==> config.mk <==
export PLATFORM = sky130hd
export DESIGN_NAME = ingress_dispatcher
export DESIGN_NICKNAME = d
export VERILOG_FILES = /design/src/rtl/switch_pkg.sv /design/src/rtl/ingress_port_fsm.sv /design/src/rtl/ingress_dispatcher.sv
export SDC_FILE = /design/constraint.sdc
export NUM_CORES = 1
export LEC_CHECK = 0
export ABC_CLOCK_PERIOD_IN_PS = 5950
export CAP_MARGIN = 20
export CORE_MARGIN = 2
export CORE_UTILIZATION = 30
export CTS_BUF_LIST = sky130_fd_sc_hd__clkbuf_2 sky130_fd_sc_hd__clkbuf_4 sky130_fd_sc_hd__clkbuf_8
export CTS_CLUSTER_DIAMETER = 30
export CTS_CLUSTER_SIZE = 8
export DETAILED_ROUTE_END_ITERATION = 7
export GPL_TIMING_DRIVEN = 0
export HOLD_SLACK_MARGIN = 0.08
export PLACE_DENSITY_LB_ADDON = 0.25
export SLEW_MARGIN = 30
export SYNTH_ARGS = -nofsm -noshare
export SYNTH_HDL_FRONTEND = slang
export SYNTH_SLANG_ARGS = --single-unit
export TNS_END_PERCENT = 50
==> constraint.sdc <==
create_clock -name clk -period 5.95 [get_ports clk]
set_clock_uncertainty 0.2 [all_clocks]
set_input_delay 1.19 -clock clk [delete_from_list [all_inputs] [get_ports clk]]
set_output_delay 1.19 -clock clk [all_outputs]
set_load 0.01 [all_outputs]
==> src/rtl/switch_pkg.sv <==
// Shared types and constants for the ingress dispatcher and its per-port framers.
// Latency: none (declarations only).
// Backpressure: none (declarations only).
package switch_pkg;

    localparam int NUM_PORTS_DEF = 3;

    // Framer state encodings as they appear in the status register.
    localparam logic [1:0] ST_ENC_IDLE    = 2'd0;
    localparam logic [1:0] ST_ENC_PAYLOAD = 2'd1;
    localparam logic [1:0] ST_ENC_DROP    = 2'd2;

    typedef enum logic [1:0] {
        ST_IDLE    = ST_ENC_IDLE,
        ST_PAYLOAD = ST_ENC_PAYLOAD,
        ST_DROP    = ST_ENC_DROP
    } port_state_e;

    // Register map. Addresses 1..NUM_PORTS are the per-port data/packet-count slots.
    localparam logic [2:0] ADDR_STATUS = 3'd0;
    localparam logic [2:0] ADDR_DROP   = 3'd4;
    localparam logic [2:0] ADDR_TRUNC  = 3'd5;
    localparam logic [2:0] ADDR_ERR    = 3'd6;
    localparam logic [2:0] ADDR_ABORT  = 3'd7;

endpackage

==> src/rtl/ingress_port_fsm.sv <==
// One length-prefixed packet framer: decides per byte whether it is enqueued.
// Latency: combinational decision; state/rem registered on the accepting edge.
// Backpressure: full at header drops the packet, full mid-payload truncates it.
//
// Ports: byte_vld/byte_dat carry a byte addressed to this port, full is the
// FIFO full flag sampled with the byte, abort forces IDLE. enq and the *_evt
// outputs are single-cycle combinational pulses; state is the registered state.
module ingress_port_fsm
    import switch_pkg::*;
(
    input  logic        clk,
    input  logic        reset,
    input  logic        byte_vld,
    input  logic [7:0]  byte_dat,
    input  logic        full,
    input  logic        abort,
    output logic        enq,
    output port_state_e state,
    output logic        pkt_evt,
    output logic        drop_evt,
    output logic        trunc_evt,
    output logic        err_evt
);

    port_state_e state_q, state_d;
    logic [7:0]  rem_q, rem_d;

    always_ff @(posedge clk or negedge reset) begin
        if (!reset) begin
            state_q <= ST_IDLE;
            rem_q   <= 8'd0;
        end else begin
            state_q <= state_d;
            rem_q   <= rem_d;
        end
    end

    always_comb begin
        state_d   = state_q;
        rem_d     = rem_q;
        enq       = 1'b0;
        pkt_evt   = 1'b0;
        drop_evt  = 1'b0;
        trunc_evt = 1'b0;
        err_evt   = 1'b0;
        if (abort) begin
            state_d = ST_IDLE;
            rem_d   = 8'd0;
        end else if (byte_vld) begin
            case (state_q)
                ST_IDLE: begin
                    // Header byte: its value is the number of payload bytes that follow.
                    if (byte_dat == 8'd0) begin
                        err_evt = 1'b1;
                    end else begin
                        rem_d = byte_dat;
                        if (full) begin
                            state_d  = ST_DROP;
                            drop_evt = 1'b1;
                        end else begin
                            enq     = 1'b1;
                            state_d = ST_PAYLOAD;
                        end
                    end
                end
                ST_PAYLOAD: begin
                    rem_d = rem_q - 8'd1;
                    if (!full) begin
                        enq = 1'b1;
                        if (rem_q == 8'd1) begin
                            state_d = ST_IDLE;
                            pkt_evt = 1'b1;
                        end
                    end else begin
                        // The rest of a truncated packet is swallowed so the next
                        // header is found at the right byte.
                        trunc_evt = 1'b1;
                        state_d   = (rem_q == 8'd1) ? ST_IDLE : ST_DROP;
                    end
                end
                ST_DROP: begin
                    rem_d = rem_q - 8'd1;
                    if (rem_q == 8'd1) begin
                        state_d = ST_IDLE;
                    end
                end
                default: begin
                    state_d = ST_IDLE;
                    rem_d   = 8'd0;
                end
            endcase
        end
    end

    assign state = state_q;

endmodule

==> src/rtl/ingress_dispatcher.sv <==
// Avalon-slave byte dispatcher feeding NUM_PORTS FIFOs through per-port framers.
// Latency: wrreq/din and readdata registered, 1 cycle after the write/read strobe.
// Backpressure: per-FIFO full sampled with each write; packets dropped/truncated.
//
// Ports: clk, reset (async active-low); Avalon chipselect/write/read/address/
// writedata/readdata; full[p-1], wrreq[p-1], din[8p-1:8p-8] for port p.
// Build option INGRESS_STATS_EN adds the statistics counters (addresses 1..6);
// without it only the status register at address 0 reads non-zero.
// Address space limits NUM_PORTS to at most 3.
module ingress_dispatcher
    import switch_pkg::*;
#(
    parameter int NUM_PORTS = NUM_PORTS_DEF,
    parameter int CNT_W     = 16
) (
    input  logic                   clk,
    input  logic                   reset,
    input  logic                   chipselect,
    input  logic                   write,
    input  logic                   read,
    input  logic [2:0]             address,
    input  logic [7:0]             writedata,
    input  logic [NUM_PORTS-1:0]   full,
    output logic [NUM_PORTS-1:0]   wrreq,
    output logic [8*NUM_PORTS-1:0] din,
    output logic [31:0]            readdata
);

    logic wr_en;
    logic rd_en;
    logic abort;

    assign wr_en = chipselect & write;
    assign rd_en = chipselect & read;
    assign abort = wr_en && (address == ADDR_ABORT);

    logic [NUM_PORTS-1:0] enq;
    logic [NUM_PORTS-1:0] pkt_evt;
    logic [NUM_PORTS-1:0] drop_evt;
    logic [NUM_PORTS-1:0] trunc_evt;
    logic [NUM_PORTS-1:0] err_evt;
    port_state_e          port_state [NUM_PORTS];

    for (genvar p = 0; p < NUM_PORTS; p++) begin : g_port
        ingress_port_fsm u_fsm (
            .clk       (clk),
            .reset     (reset),
            .byte_vld  (wr_en && (address == 3'(p + 1))),
            .byte_dat  (writedata),
            .full      (full[p]),
            .abort     (abort),
            .enq       (enq[p]),
            .state     (port_state[p]),
            .pkt_evt   (pkt_evt[p]),
            .drop_evt  (drop_evt[p]),
            .trunc_evt (trunc_evt[p]),
            .err_evt   (err_evt[p])
        );
    end

    // FIFO write side. Only one port is addressed per cycle, so enq is one-hot.
    logic [NUM_PORTS-1:0]   wrreq_q, wrreq_d;
    logic [8*NUM_PORTS-1:0] din_q, din_d;

    always_comb begin
        wrreq_d = enq;
        din_d   = din_q;
        for (int p = 0; p < NUM_PORTS; p++) begin
            if (enq[p]) begin
                din_d[8*p +: 8] = writedata;
            end
        end
    end

    // Status: full flags in the low bits, then two state bits per framer.
    logic [31:0] status;

    always_comb begin
        status                = 32'd0;
        status[NUM_PORTS-1:0] = full;
        for (int p = 0; p < NUM_PORTS; p++) begin
            status[NUM_PORTS + 2*p +: 2] = port_state[p];
        end
    end

    logic [31:0] rd_val;

`ifdef INGRESS_STATS_EN
    logic [CNT_W-1:0] pkt_cnt_q [NUM_PORTS];
    logic [CNT_W-1:0] pkt_cnt_d [NUM_PORTS];
    logic [CNT_W-1:0] drop_cnt_q, drop_cnt_d;
    logic [CNT_W-1:0] trunc_cnt_q, trunc_cnt_d;
    logic [CNT_W-1:0] err_cnt_q, err_cnt_d;

    // Saturating increment; a clear takes effect first so a coinciding event counts as 1.
    function automatic logic [CNT_W-1:0] cnt_next(input logic [CNT_W-1:0] cur,
                                                  input logic inc, input logic clr);
        logic [CNT_W-1:0] base;
        base = clr ? '0 : cur;
        if (inc && (base != '1)) begin
            return base + 1'b1;
        end
        return base;
    endfunction

    always_comb begin
        for (int p = 0; p < NUM_PORTS; p++) begin
            pkt_cnt_d[p] = cnt_next(pkt_cnt_q[p], pkt_evt[p], 1'b0);
        end
        drop_cnt_d  = cnt_next(drop_cnt_q,  |drop_evt,  rd_en && (address == ADDR_DROP));
        trunc_cnt_d = cnt_next(trunc_cnt_q, |trunc_evt, rd_en && (address == ADDR_TRUNC));
        err_cnt_d   = cnt_next(err_cnt_q,   |err_evt,   rd_en && (address == ADDR_ERR));
    end

    always_ff @(posedge clk or negedge reset) begin
        if (!reset) begin
            for (int p = 0; p < NUM_PORTS; p++) begin
                pkt_cnt_q[p] <= '0;
            end
            drop_cnt_q  <= '0;
            trunc_cnt_q <= '0;
            err_cnt_q   <= '0;
        end else begin
            for (int p = 0; p < NUM_PORTS; p++) begin
                pkt_cnt_q[p] <= pkt_cnt_d[p];
            end
            drop_cnt_q  <= drop_cnt_d;
            trunc_cnt_q <= trunc_cnt_d;
            err_cnt_q   <= err_cnt_d;
        end
    end

    always_comb begin
        rd_val = 32'd0;
        case (address)
            ADDR_STATUS: rd_val = status;
            ADDR_DROP:   rd_val = 32'(drop_cnt_q);
            ADDR_TRUNC:  rd_val = 32'(trunc_cnt_q);
            ADDR_ERR:    rd_val = 32'(err_cnt_q);
            ADDR_ABORT:  rd_val = 32'd0;
            default: begin
                for (int p = 0; p < NUM_PORTS; p++) begin
                    if (address == 3'(p + 1)) begin
                        rd_val = 32'(pkt_cnt_q[p]);
                    end
                end
            end
        endcase
    end
`else
    // Framer event pulses and the counter width have no consumer in this build.
    logic unused_evt;
    assign unused_evt = ^{pkt_evt, drop_evt, trunc_evt, err_evt};
    localparam int unused_cnt_w = CNT_W;

    always_comb begin
        rd_val = (address == ADDR_STATUS) ? status : 32'd0;
    end
`endif

    logic [31:0] readdata_q, readdata_d;

    always_comb begin
        readdata_d = rd_en ? rd_val : readdata_q;
    end

    always_ff @(posedge clk or negedge reset) begin
        if (!reset) begin
            wrreq_q    <= '0;
            din_q      <= '0;
            readdata_q <= 32'd0;
        end else begin
            wrreq_q    <= wrreq_d;
            din_q      <= din_d;
            readdata_q <= readdata_d;
        end
    end

    assign wrreq    = wrreq_q;
    assign din      = din_q;
    assign readdata = readdata_q;

endmodule

==> results by group, run 1 <==
Layout
  – Area Growth Syn to Fin: 27.42%
  – Antenna diodes: 0
  – Most common cell after layout, fill and taps aside: dfrtp_1
  – Layout fillers: between 1000 and 1500
  – Nets: 492
  – Layout cells sized above 1: 0.1721
  – Non-filler cells, final: 631
  – Most frequent cells in the layout: dfrtp_1 (66), clkdlybuf4s50_1 (52), inv_1 (26), buf_4 (26)

Die
  – Core footprint: 12520 um2
  – Starting density of the core: 0.3052
  – IO Pins: between 70 and 80
  – Die ar.: 13650 um2
  – # rows: 41
  – Vert. Die Dim: between 100 and 150 um
  – Die width: around 120 um

Clock tree
  – Post-CTS resize count: 0
  – Post-CTS Hold Fix Bufs: 0
  – Clk slew on worst S/H paths: 0.07 ns
  – Clock buffer count from CTS: 9
  – Setup Buffers After CTS: 0
  – Clk sinks: 66
  – Max Root-Sink Buffers: 2
  – CTS tree: done
  – Worst-Skew Late Latency: between 0.3 and 0.4 ns
  – CTS H-tree lvls: 3
  – Root Driver: clkbuf_8

Routing
  – Pre-antenna DRT Iters: 4
  – Initial drt markers: ~150
  – Detail Route Antenna Nets: 0
  – DRC Markers: 0
  – Routed WL: 10.20 mm
  – WL/cell: between 15 and 20 um
  – DR vias/cell: 4.946
  – Via Count: 3121

Setup path
  – Crit path max-delay family: buffers and inverters
  – CP Max Fanout: 9
  – Worst path cell trace: clkdlybuf4s50_1 > or4_4 > buf_6 > o21ai_0 > a211o_1 > buf_4 > mux2_2
  – Worst Setup End Kind: register
  – Worst EP arrival: approximately 3.6 ns
  – Crit path kind: primary input to register
  – Crit start category: primary input
  – Crit-path slowest cell: clkdlybuf4s50_1
  – Worst R2R Start: g_port[0].u_fsm.state[0]$_DFFE_PN0P_
  – CP bufs+invs: 3
  – Worst stage delay on the critical path: between 0.7 and 0.8 ns
  – Req. time, crit path: ~6 ns
  – Worst Setup SP: writedata[2]

Placed design
  – Post-Place Cells: roughly 620
  – # port buffers: 53
  – Detailed Place HPWL: about 7 mm
  – Final GP Congestion: 0.7837

Worst hold path
  – Hold Crit Start: din[16]$_DFFE_PN0P_
  – Min-Delay Path Class: register to register

Power and ir drop
  – P_leak: between 2 and 2.5 nW
  – VDD IR max: 190.9 uV
  – Pwr Density: around 320 nW/um2

Logic synthesis
  – Post-synth top flop: dfrtp_1
  – Post-synthesis cell count: between 300 and 400
  – Synth unique cells: 55
  – Seq/Total Area, Yosys: 0.4324
  – Cell taking the most area after synthesis: dfrtp_1
  – Cell Area, Synth: 3820 um2
  – Syn Area/Cell: roughly 10 um2
  – Synth Warn #: 0
  – Share of the synthesized area in the top cell type: 0.4324
  – Ys async rst share: 1.000
  – #FFs+latches synth: between 60 and 70
  – Count of flip-flops with a built-in enable after synthesis: 0
  – Top post-synthesis cells by area: dfrtp_1 (43%), mux2_2 (7.1%), ha_1 (5.9%)

Run
  – # Max-Cap Violations: 0

STA
  – Final period util: 0.6008
  – F_max: 0.2797 GHz
  – Setup TNS: 0 ns
  – Max-slew violation count: 0
  – RSZ-0062 raised after global routing: false
  – Final Hold Fails: 0
  – Slew margin rel.: 0.4295
  – Period minus WS final: between 3 and 4 ns
  – Finish-stage setup viols: 0
  – Worst-margin pin slew: approximately 0.85 ns

GRT
  – Initial antenna violation count: 0
  – Pin count of the biggest net entering global routing: 36
  – GR Overflow Total: 0
  – Vias in the first global route: ~3200
  – Total global routing track utilization: 0.1621
  – First-pass GRT wire length: about 17 mm

Outcome
  – Status: finished, final reports clean
## registers in the layout (all words and copies together) (netlist names)
| signal | flops |
|---|---|
| din | 24 |
| g_port.u_fsm.rem_q | 24 |
| g_port.u_fsm.state | 6 |
| readdata | 9 |
| wrreq | 3 |
## cell usage after synthesis (5+ instances only)
master and n:
dfrtp_1 66, inv_1 26, buf_4 25, mux2_2 24, nand2_1 24, ha_1 18
nor2_1 14, a22oi_1 13, a21oi_1 12, o21ai_0 12, a22o_1 10, nor4_1 10
nand3_1 9, o2bb2ai_1 9, clkbuf_1 8, a211oi_1 6, a221o_1 6, nor3_1 6
a21o_1 5
## worst reg2reg max path, stage by stage, from the launching register on
cell,delay (ns)
dfrtp_1,0.43
inv_1,0.11
ha_1,0.21
clkbuf_1,0.23
inv_1,0.20
nor3_4,0.10
o41a_2,0.39
buf_6,0.15
a221o_1,0.34
## per-layer routing
| layer | vias up | GRT usage | routed length, um |
|---|---|---|---|
| met5 | - | 0 | 0 |
| met4 | 0 | 0.05412 | 189 |
| met3 | 17 | 0.04068 | 564 |
| met2 | 78 | 0.2539 | 4688 |
| met1 | 1533 | 0.2197 | 4757 |
| li1 | 1493 | - | - |
## layout make-up
cell class | instances | area (um2) | area share
Buffer | 39 | 259.0 | 0.05321
Clock buffer | 12 | 152.6 | 0.03136
Clock inverter | 3 | 40.04 | 0.008226
Inverter | 26 | 97.59 | 0.02005
Multi-Input combinational cell | 259 | 1903 | 0.3910
Sequential cell | 66 | 1652 | 0.3393
Tap cell | 172 | 215.2 | 0.04422
Timing Repair Buffer | 54 | 548.0 | 0.1126
## cell families after synthesis
family / share of synthesized area
multiplexers: 0.07075
buffers and inverters: 0.09335
AO/OA/AOI/OAI: 0.1949
flip-flops: 0.4324
other: 0.0009817
AND/OR/NAND/NOR: 0.1395
adder cells (fa/ha/maj): 0.05896
XOR/XNOR: 0.009173
## power by group
group	leakage [nW]	internal (W)	switching (W)
Clock	0.103	0.000211	0.000173
Sequential	0.872	0.000537	0.0000881
Combinational	1.22	0.000269	0.000288
Total	2.20	0.00102	0.000549
## through the flow
step	worst slack, ns	cell area (um2)	total power, W	util	hold slack [ns]
detailed placement	2.074	4666	0.001186	0.3728	0.2928
finish	2.375	4867	0.001566	0.3888	0.3053
CTS	2.439	4858	0.001577	0.3881	0.3096
floorplan	3.031	3902	0.0009785	-	0.2669
global placement	1.168	4648	0.001165	0.3714	0.2859
global route	2.333	4867	0.001685	0.3888	0.3182
## worst paths after layout
path | endpoint | slack, ns | cells past startpoint
min | din[16]$_DFFE_PN0P_ | 0.31 | 1
max | din[9]$_DFFE_PN0P_ | 2.38 | 7
min reg2reg | din[16]$_DFFE_PN0P_ | 0.31 | 1
min in group asynchronous | din[9]$_DFFE_PN0P_ | 0.60 | 1
max reg2reg | g_port[0].u_fsm.state[0]$_DFFE_PN0P_ | 3.48 | 8
max in group asynchronous | g_port[1].u_fsm.rem_q[3]$_DFFE_PN0P_ | 4.42 | 2
Power figures use the tool's default switching activity.
==> run 2: changes to the inputs <==
--- a/config.mk
+++ b/config.mk
@@ -5,7 +5,7 @@
 export SDC_FILE = /design/constraint.sdc
 export NUM_CORES = 1
 export LEC_CHECK = 0
-export ABC_CLOCK_PERIOD_IN_PS = 5950
+export ABC_CLOCK_PERIOD_IN_PS = 3400
 export CAP_MARGIN = 20
 export CORE_MARGIN = 2
 export CORE_UTILIZATION = 30
==> constraint.sdc (replaced) <==
create_clock -name clk -period 3.4 [get_ports clk]
set_clock_uncertainty 0.2 [all_clocks]
set_input_delay 0.68 -clock clk [delete_from_list [all_inputs] [get_ports clk]]
set_output_delay 0.68 -clock clk [all_outputs]
set_load 0.01 [all_outputs]
==> results of run 2 <==
Same layout as run 1 (identical final DEF). Status: finished, final reports clean.
Main changes from that run: setup slack after placement 2.074 ns -> 0.03384 ns; setup slack after layout 2.375 ns -> 0.3352 ns; hold slack 0.3053 ns -> 0.08520 ns; register-to-register setup slack 3.48 ns -> 0.93 ns; total power 0.001566 W -> 0.002740 W; worst IR drop on VDD 190.9 uV -> 334.2 uV
==> run 3: changes to the inputs <==
--- a/config.mk
+++ b/config.mk
@@ -16,6 +16,7 @@
 export GPL_TIMING_DRIVEN = 0
 export HOLD_SLACK_MARGIN = 0.08
 export PLACE_DENSITY_LB_ADDON = 0.25
+export SKIP_LAST_GASP = 1
 export SLEW_MARGIN = 30
 export SYNTH_ARGS = -nofsm -noshare
 export SYNTH_HDL_FRONTEND = slang
==> results of run 3 <==
Same layout as run 1 (identical final DEF). Status: finished, final reports clean.
Main changes from that run: setup slack after placement 2.074 ns -> 0.03384 ns; setup slack after layout 2.375 ns -> 0.3352 ns; hold slack 0.3053 ns -> 0.08520 ns; register-to-register setup slack 3.48 ns -> 0.93 ns; total power 0.001566 W -> 0.002740 W; worst IR drop on VDD 190.9 uV -> 334.2 uV
